==> src/rtl/commit_trace_buffer.sv <==
// Commit-trace capture at the writeback stage: classify, filter, arm/trigger, show-ahead FIFO.
// Define COMMIT_TRACE_TS_EN to stamp each record with a free-running cycle counter on o_trace_ts.
module commit_trace_buffer #(
    parameter int XLEN  = 32,
    parameter int DEPTH = 16,
    parameter int TS_W  = 32
) (
    input  logic                       clk,
    input  logic                       rst,
    input  logic                       i_commit_valid,
    input  logic [XLEN-1:0]            i_commit_pc,
    input  logic [31:0]                i_commit_instr,
    input  logic [4:0]                 i_commit_rd,
    input  logic                       i_commit_reg_wr,
    input  logic                       i_commit_is_load,
    input  logic                       i_commit_is_store,
    input  logic [XLEN-1:0]            i_commit_wdata,
    input  logic [XLEN-1:0]            i_commit_mem_addr,
    input  logic [1:0]                 i_mode,
    input  logic                       i_arm,
    input  logic                       i_disarm,
    input  logic                       i_trig_en,
    input  logic [XLEN-1:0]            i_trig_pc,
    output logic                       o_trace_valid,
    input  logic                       i_trace_ready,
    output logic [1:0]                 o_trace_kind,
    output logic [XLEN-1:0]            o_trace_pc,
    output logic [31:0]                o_trace_instr,
    output logic [4:0]                 o_trace_rd,
    output logic [XLEN-1:0]            o_trace_data,
    output logic [XLEN-1:0]            o_trace_addr,
    output logic [TS_W-1:0]            o_trace_ts,
    output logic [$clog2(DEPTH):0]     o_fill_count,
    output logic [15:0]                o_overflow_cnt,
    output logic                       o_capturing
);

    localparam int AW = $clog2(DEPTH);
    localparam int CW = AW + 1;

    typedef enum logic [1:0] {
        IDLE      = 2'd0,
        WAIT_TRIG = 2'd1,
        CAPTURE   = 2'd2
    } state_t;

    state_t            r_state;
    logic [AW-1:0]     r_wrPtr;
    logic [AW-1:0]     r_rdPtr;
    logic [CW-1:0]     r_count;
    logic [15:0]       r_ovfCnt;

    logic [1:0]        r_memKind  [DEPTH];
    logic [XLEN-1:0]   r_memPc    [DEPTH];
    logic [31:0]       r_memInstr [DEPTH];
    logic [4:0]        r_memRd    [DEPTH];
    logic [XLEN-1:0]   r_memData  [DEPTH];
    logic [XLEN-1:0]   r_memAddr  [DEPTH];

    logic              w_qualify;
    logic [1:0]        w_kind;
    logic              w_pass;
    logic              w_trigHit;
    logic              w_push;
    logic              w_pop;
    logic              w_full;
    logic              w_accept;
    logic              w_drop;
    logic [4:0]        w_recRd;
    logic [XLEN-1:0]   w_recAddr;

    assign w_qualify = i_commit_valid && (i_commit_instr != 32'h0);

    always_comb begin
        w_kind = 2'd0;
        if (i_commit_is_store)
            w_kind = 2'd3;
        else if (i_commit_is_load)
            w_kind = 2'd2;
        else if (i_commit_reg_wr && (i_commit_rd != 5'd0))
            w_kind = 2'd1;
    end

    always_comb begin
        w_pass = 1'b0;
        case (i_mode)
            2'b00:   w_pass = 1'b1;
            2'b01:   w_pass = w_kind[1];
            2'b10:   w_pass = (w_kind == 2'd1);
            default: w_pass = 1'b0;
        endcase
    end

    // Only loads/stores carry an address; only loads/reg-writes carry a destination.
    assign w_recRd   = (w_kind == 2'd1 || w_kind == 2'd2) ? i_commit_rd : 5'd0;
    assign w_recAddr = w_kind[1] ? i_commit_mem_addr : '0;

    assign w_trigHit = (r_state == WAIT_TRIG) && w_qualify && (i_commit_pc == i_trig_pc);
    assign w_push    = w_qualify && w_pass && ((r_state == CAPTURE) || w_trigHit);
    assign w_pop     = o_trace_valid && i_trace_ready;
    assign w_full    = (r_count == CW'(DEPTH));
    assign w_accept  = w_push && (!w_full || w_pop);
    assign w_drop    = w_push && w_full && !w_pop;

    always_ff @(posedge clk) begin
        if (rst) begin
            r_state <= IDLE;
        end else if (i_disarm) begin
            r_state <= IDLE;
        end else begin
            case (r_state)
                IDLE:      if (i_arm) r_state <= i_trig_en ? WAIT_TRIG : CAPTURE;
                WAIT_TRIG: if (w_trigHit) r_state <= CAPTURE;
                CAPTURE:   r_state <= CAPTURE;
                default:   r_state <= IDLE;
            endcase
        end
    end

    always_ff @(posedge clk) begin
        if (rst) begin
            r_wrPtr  <= '0;
            r_rdPtr  <= '0;
            r_count  <= '0;
            r_ovfCnt <= 16'd0;
        end else begin
            if (w_accept)
                r_wrPtr <= r_wrPtr + 1'b1;
            if (w_pop)
                r_rdPtr <= r_rdPtr + 1'b1;
            case ({w_accept, w_pop})
                2'b10:   r_count <= r_count + 1'b1;
                2'b01:   r_count <= r_count - 1'b1;
                default: r_count <= r_count;
            endcase
            if (w_drop && (r_ovfCnt != 16'hFFFF))
                r_ovfCnt <= r_ovfCnt + 16'd1;
        end
    end

    // When full with a same-cycle pop, r_wrPtr equals r_rdPtr and overwrites the departing head.
    always_ff @(posedge clk) begin
        if (w_accept) begin
            r_memKind[r_wrPtr]  <= w_kind;
            r_memPc[r_wrPtr]    <= i_commit_pc;
            r_memInstr[r_wrPtr] <= i_commit_instr;
            r_memRd[r_wrPtr]    <= w_recRd;
            r_memData[r_wrPtr]  <= i_commit_wdata;
            r_memAddr[r_wrPtr]  <= w_recAddr;
        end
    end

`ifdef COMMIT_TRACE_TS_EN
    logic [TS_W-1:0] r_tsCnt;
    logic [TS_W-1:0] r_memTs [DEPTH];

    always_ff @(posedge clk) begin
        if (rst)
            r_tsCnt <= '0;
        else
            r_tsCnt <= r_tsCnt + 1'b1;
    end

    always_ff @(posedge clk) begin
        if (w_accept)
            r_memTs[r_wrPtr] <= r_tsCnt;
    end

    assign o_trace_ts = r_memTs[r_rdPtr];
`else
    assign o_trace_ts = '0;
`endif

    assign o_trace_valid  = (r_count != '0);
    assign o_trace_kind   = r_memKind[r_rdPtr];
    assign o_trace_pc     = r_memPc[r_rdPtr];
    assign o_trace_instr  = r_memInstr[r_rdPtr];
    assign o_trace_rd     = r_memRd[r_rdPtr];
    assign o_trace_data   = r_memData[r_rdPtr];
    assign o_trace_addr   = r_memAddr[r_rdPtr];
    assign o_fill_count   = r_count;
    assign o_overflow_cnt = r_ovfCnt;
    assign o_capturing    = (r_state == CAPTURE);

endmodule

==> config.mk <==
export PLATFORM = sky130hd
export DESIGN_NAME = commit_trace_buffer
export DESIGN_NICKNAME = d
export VERILOG_FILES = /design/src/rtl/commit_trace_buffer.sv
export SDC_FILE = /design/constraint.sdc
export NUM_CORES = 2
export LEC_CHECK = 0
export CAP_MARGIN = 0
export CORE_ASPECT_RATIO = 1.1
export CORE_MARGIN = 1
export CORE_UTILIZATION = 57
export DETAILED_ROUTE_END_ITERATION = 6
export DONT_BUFFER_PORTS = 1
export PLACE_DENSITY = 0.81
export REMOVE_ABC_BUFFERS = 1
export SLEW_MARGIN = 5
export SYNTH_ARGS = -nofsm -noshare
export SYNTH_HDL_FRONTEND = slang
export SYNTH_SLANG_ARGS = --single-unit
export TNS_END_PERCENT = 10
==> constraint.sdc <==
create_clock -name clk -period 15.3 [get_ports clk]
set_clock_uncertainty 0.2 [all_clocks]
set_input_delay 3.825 -clock clk [delete_from_list [all_inputs] [get_ports clk]]
set_output_delay 3.825 -clock clk [all_outputs]
set_load 0.005 [all_outputs]
# After elaboration in Yosys (flattened, before gate mapping)
# Memories as Yosys holds them, arrays and structs flattened. A register that Yosys moved wholly into a read port is not among the register bits.
# Cells that the tools add are included.
dict set report op_classes {
  n_addsub 5
  eq_ne 13
  mux 25
  reduce_logical 24
}
# op n
set ops {}
lappend ops {{$mux 4} 12}
lappend ops {{$eq 32x32->1} 1}
lappend ops {{$mux 32} 1}
lappend ops {{$reduce_bool 32->1} 1}
lappend ops {{$add 16x1->16 const B} 1}
lappend ops {{$ne 16x16->1 const B} 1}
lappend ops {{$logic_and 1x1->1} 11}
lappend ops {{$mux 2} 5}
lappend ops {{$pmux 5 s2} 1}
lappend ops {{$reduce_bool 5->1} 2}
lappend ops {{$add 4x1->4 const B} 2}
lappend ops {{$eq 2x1->1 const B} 4}
lappend ops {{$eq 2x2->1 const B} 4}
lappend ops {{$pmux 2 s3} 1}
lappend ops {{$add 5x1->5 const B} 1}
lappend ops {{$eq 5x5->1 const B} 1}
lappend ops {{$mux 5} 1}
lappend ops {{$sub 5x1->5 const B} 1}
lappend ops {{$logic_not 2->1} 2}
lappend ops {{$ne 2x2->1 const B} 2}
lappend ops {{$logic_or 1x1->1} 3}
lappend ops {{$mux 1} 3}
lappend ops {{$pmux 1 s3} 1}
lappend ops {{$logic_not 1->1} 2}
lappend ops {{other kinds (3)} 3}
dict set report totals {
  reg_bits 31
  mem_bits_rw 2160
  in_bits 177
  mem_count 6
}
# memory words word_bits read_ports rd_clocked_by_memory_dff write_ports line
set mem_list {}
lappend mem_list {r_memAddr 16 32 1 1 1 58} ;# logic [XLEN-1:0] r_memAddr [DEPTH];
lappend mem_list {r_memData 16 32 1 1 1 57} ;# logic [XLEN-1:0] r_memData [DEPTH];
lappend mem_list {r_memInstr 16 32 1 1 1 55} ;# logic [31:0] r_memInstr [DEPTH];
lappend mem_list {r_memPc 16 32 1 1 1 54} ;# logic [XLEN-1:0] r_memPc [DEPTH];
lappend mem_list {r_memRd 16 5 1 1 1 56} ;# logic [4:0] r_memRd [DEPTH];
lappend mem_list {r_memKind 16 2 1 1 1 53} ;# logic [1:0] r_memKind [DEPTH];

# Longest topological paths before layout
dict set report depth {
  word_depth 12
  depth_mapped 16
  mapped_depth_nobuf 16
}

# Worst setup path before layout
# No wires, ideal clock.
dict set report synth_path {
  path_kind {input-to-reg}
  from {input port i_commit_is_load}
  to {memory r_memAddr[3][0] (enable)}
  setup_time_ps 795
  arrival_time_ps 15180
  slack_ps -874
  stages 10
  path_buffers 2
  cell_sequence {nor2_1 -> clkbuf_1 -> ha_1 -> inv_1 -> a221oi_2 -> o21ai_1 -> or4_1 -> buf_2 -> a211o_1 -> nor3_1}
}
dict set report synth_between {
  elab_chain_cells 9
}
# item line
set synth_rtl {}
lappend synth_rtl {{from (decl)} 15} ;# input logic i_commit_is_load,
lappend synth_rtl {{$mux 2 (*)} 78} ;# else if (i_commit_is_load)
lappend synth_rtl {{$mux 2 (*)} 76} ;# if (i_commit_is_store)
lappend synth_rtl {{$eq 2x1->1} 89} ;# 2'b10: w_pass = (w_kind == 2'd1);
lappend synth_rtl {{$pmux 1 s3 (*)} 86} ;# case (i_mode)
lappend synth_rtl {{$logic_and 1x1->1 (*) (2 in a row)} 99} ;# assign w_push = w_qualify && w_pass && ((r_state == CAPTURE) || w_trigHit);
lappend synth_rtl {{$logic_and 1x1->1 (*)} 102} ;# assign w_accept = w_push && (!w_full || w_pop);
lappend synth_rtl {{$mux 1 (*)} 143} ;# if (w_accept) begin
lappend synth_rtl {{$mux 1 (not written as such) (*)} 149} ;# r_memAddr[r_wrPtr] <= w_recAddr;
lappend synth_rtl {{to (decl)} 58}
# Mark *: on every way between the ends. The rest lies on a longest branch, timed or not.

# Final worst setup path
dict set report layout_path {
  from {input port i_commit_is_load}
  to {memory r_memAddr[14][13] (enable)}
}
# The elaborated chain is that of the path after synthesis.

==> impl_metrics.py <==
metrics = {
    "die": {
        "start_util_pct": 57.4,
        "io_pins": 367,
        "die_w_um": 367,
        "dieArea_sq_um": 148000,
        "die_h_um": 404,
        "rows": 147,
        "core_sq_um": 146000,
    },
    "synthesis": {
        "synth-simple-area-share_pct": 1.20,
        "synth_largest_type_area_fraction_pct": 77.5,
        "syn_inst": 3398,
        "synth_top_flop_cell": "edfxtp_1",
        "postSynthAreaPerCell_sq_um": 24.6,
        "synth_edf_count": 2160,
        "ys_async_sr_fraction_pct": 0,
        "synthMuxAreaShare_pct": 18.1,
        "yosysUniqueCellTypes": 56,
        "ys_seq_area_share_pct": 78.3,
        "synth_top_area_cell": "edfxtp_1",
        "ys_top_cells_by_area": "edfxtp_1 77%, mux4_2 18%, dfxtp_1 0.84%, nor2b_1 0.49%, clkbuf_1 0.43%",
        "synth_xor_area_share_pct": 0.450,
        "synth_top_family_by_area": "multiplexers",
        "synth-compound-area-share_pct": 0.581,
        "synth_fa_ha_area_share_pct": 0.233,
        "ys_ff_latch": 2195,
        "ys_warn_count": 0,
        "synth_area_sq_um": 83700,
    },
    "critical_path": {
        "crit_path_end_kind": "flop",
        "critPathRequiredTime_ns": 15.53,
        "cpPeakStageDelay_ns": 0.88,
        "crit_slowest_cell": "buf_4",
        "rr_startpoint": "r_state[1]",
        "critPathMostFrequentCell": "buf_4",
        "crit_type": "input pin to flop",
        "reg2reg_depth": 9,
        "crit_path_end": "r_memAddr[14][13]",
        "r2r_end": "r_memAddr[14][13]",
        "r2r_slack_ns": 9.85,
        "path_cells": "nor2_4 > buf_4 > ha_1 > inv_1 > a221oi_2 > o21ai_1 > or4_1 > a21oi_4 > and3_4 > buf_4 > buf_4",
        "critPathMaxFanout": 52,
        "arrival_ns": 9.31,
        "startpoint": "i_commit_is_load",
        "critical_path.startpoint_type": "input pin",
    },
    "timing": {
        "rsz0062_at_grt": "no",
        "final_hold_viol_count": 0,
        "tightest_slew_ns": 1.41,
        "fin_crit_ns": 9.08,
        "min_period_over_period_pct": 59.4,
        "fmax_mhz": 110,
        "slew_headroom_pct": 6.07,
        "setup_tns_ns": 0,
        "finalSetupViolCount": 0,
        "drv_slew": 0,
    },
    "clocking": {
        "path_clk_slew_ns": 0.06,
        "cts_sinks": 2195,
        "cts_tree": "built",
        "htreeDepth": 4,
        "clockBufferDepth": 3,
        "root_buffer": "clkbuf_16",
        "insertion_delay_ns": 0.82,
        "hold_buffers": 0,
        "cts_resized": 0,
        "post_cts_buffers": 0,
        "cts_made_buffers": 202,
    },
    "cells_and_area": {
        "final_nets": 3684,
        "area.growth.synth_to_final_pct": 10.4,
        "fin_cells": 5606,
        "drive_above_1_share_pct": 28.2,
        "fillers": 8916,
        "mostFrequentLayoutCells": "2160 x edfxtp_1, 662 x mux4_2, 207 x clkbuf_16",
        "final_common_cell": "edfxtp_1",
    },
    "min_path": {
        "worstHoldPathType": "flop to flop",
    },
    "drt": {
        "drt_iter0_markers": 5022,
        "vias": 37900,
        "drtAntennaViolNets": 0,
        "first_pass_iters": 5,
        "routedWlPerCell_um": 35.5,
        "routed_wl_um": 199000,
        "route.detailed.drc": 0,
        "viasPerCell": 6.76,
    },
    "outcome": {
        "status": "finished, final reports clean",
    },
    "global_routing": {
        "antenna_found_initial": 22,
        "track_usage_pct": 27.1,
        "grt_pass1_vias": 39600,
        "grt-ovfl-total": 0,
        "grt_pass1_wl_um": 284000,
        "grt_max_degree": 164,
    },
    "placement": {
        "dp_hpwl_um": 100000,
        "io_buffers": 0,
        "post-place-cells": 5225,
        "place_congestion": 0.748,
    },
    "pwr": {
        "p_total_mw": 13.1,
        "p_per_area_nw_per_um2": 142,
        "power_leakage_nw": 27.3,
        "peakVddDrop_v": 0.000127,
    },
    "run": {
        "maxCapViolCount": 0,
    },
}
[area by class of cell]
class	count	area (sq um)	share of cell area, %
Multi-Input combinational cell	1018	17500	18.9
Timing Repair Buffer	55	551	0.595
Tap cell	1937	2420	2.62
Inverter	20	75.1	0.0812
Sequential cell	2195	65600	70.9
Antenna cell	8	20.0	0.0216
Clock inverter	124	1050	1.14
Clock buffer	249	5340	5.77
[per-stage QoR]
step                      utilization, %  hold slack (ns)  area, sq um  worst slack [ns]
after detailed placement            59.0            0.284        86100              5.63
after global routing                63.4            0.330        92500              6.19
final                               63.4            0.296        92500              6.22
after floorplan                        -            0.260        83000            -12.57
after CTS                           63.4            0.294        92500              6.42
after global placement              59.0            0.277        86100              5.78
[power by group]
part	switching, mW	leakage (nW)	internal (mW)
Combinational	0.725	4.65	0.797
Sequential	0.0324	19.6	6.62
Clock	2.17	3.12	2.76
Total	2.92	27.3	10.2
[flip-flops by register name, summed over array words and instances, names as in the netlist, named ones only]
name and flops:
r_wrPtr 4, o_fill_count 5, r_memData 512, r_memInstr 512, r_rdPtr 4, o_overflow_cnt 16
r_memAddr 512, r_memPc 512, r_state 2, r_memRd 80, r_memKind 32
[worst min-delay path by stage]
stage,from,endpoint,slack [ns],cells past startpoint
final,r_rdPtr[1],flop,0.30,2
after global routing,r_rdPtr[1],flop,0.33,2
after CTS,r_rdPtr[1],flop,0.29,2
after detailed placement,r_rdPtr[1],flop,0.28,2
after global placement,r_rdPtr[1],flop,0.28,2
after floorplan,r_rdPtr[1],flop,0.26,2
[cells in the mapped netlist (3+ instances only)]
library cell,n
or4_1,4
nand4_1,9
buf_4,32
and2_1,3
edfxtp_1,2160
a21oi_1,23
buf_1,64
mux2_1,8
buf_2,5
and3_1,15
nor3_1,5
o21ai_0,6
nand2_1,11
mux4_2,662
xor2_1,36
xnor2_1,7
dfxtp_1,35
a211oi_1,16
ha_1,14
nor4_1,14
inv_1,19
nor2_1,30
nand3_1,8
nor2b_1,65
mux2i_1,15
clkbuf_1,95
[per-layer routing]
layer  wire length (um)  global-route usage, %  up-vias
li1                   -                      -    14800
met1              70700                   34.4    20300
met2             103000                   45.4     2391
met3              19800                   7.22      364
met4               5830                   9.13       18
met5                126                      0        -
[kinds of logic (layout without fill, tap and decap cells)]
family	count (synthesis)	after routing
mux	687	687
xor+xnor	43	43
other cells	1	40
simple gates	174	174
flops	2195	2195
buf+inv	216	448
fa+ha+maj	15	15
compound gates	67	67
[critical path, delay by kind of cell]
family,cells,cell delay [ns]
fa+ha+maj,1,0.28
buf+inv,4,2.12
compound gates,3,1.41
simple gates,3,1.55
Note: power is estimated with default switching activity, not from simulation.
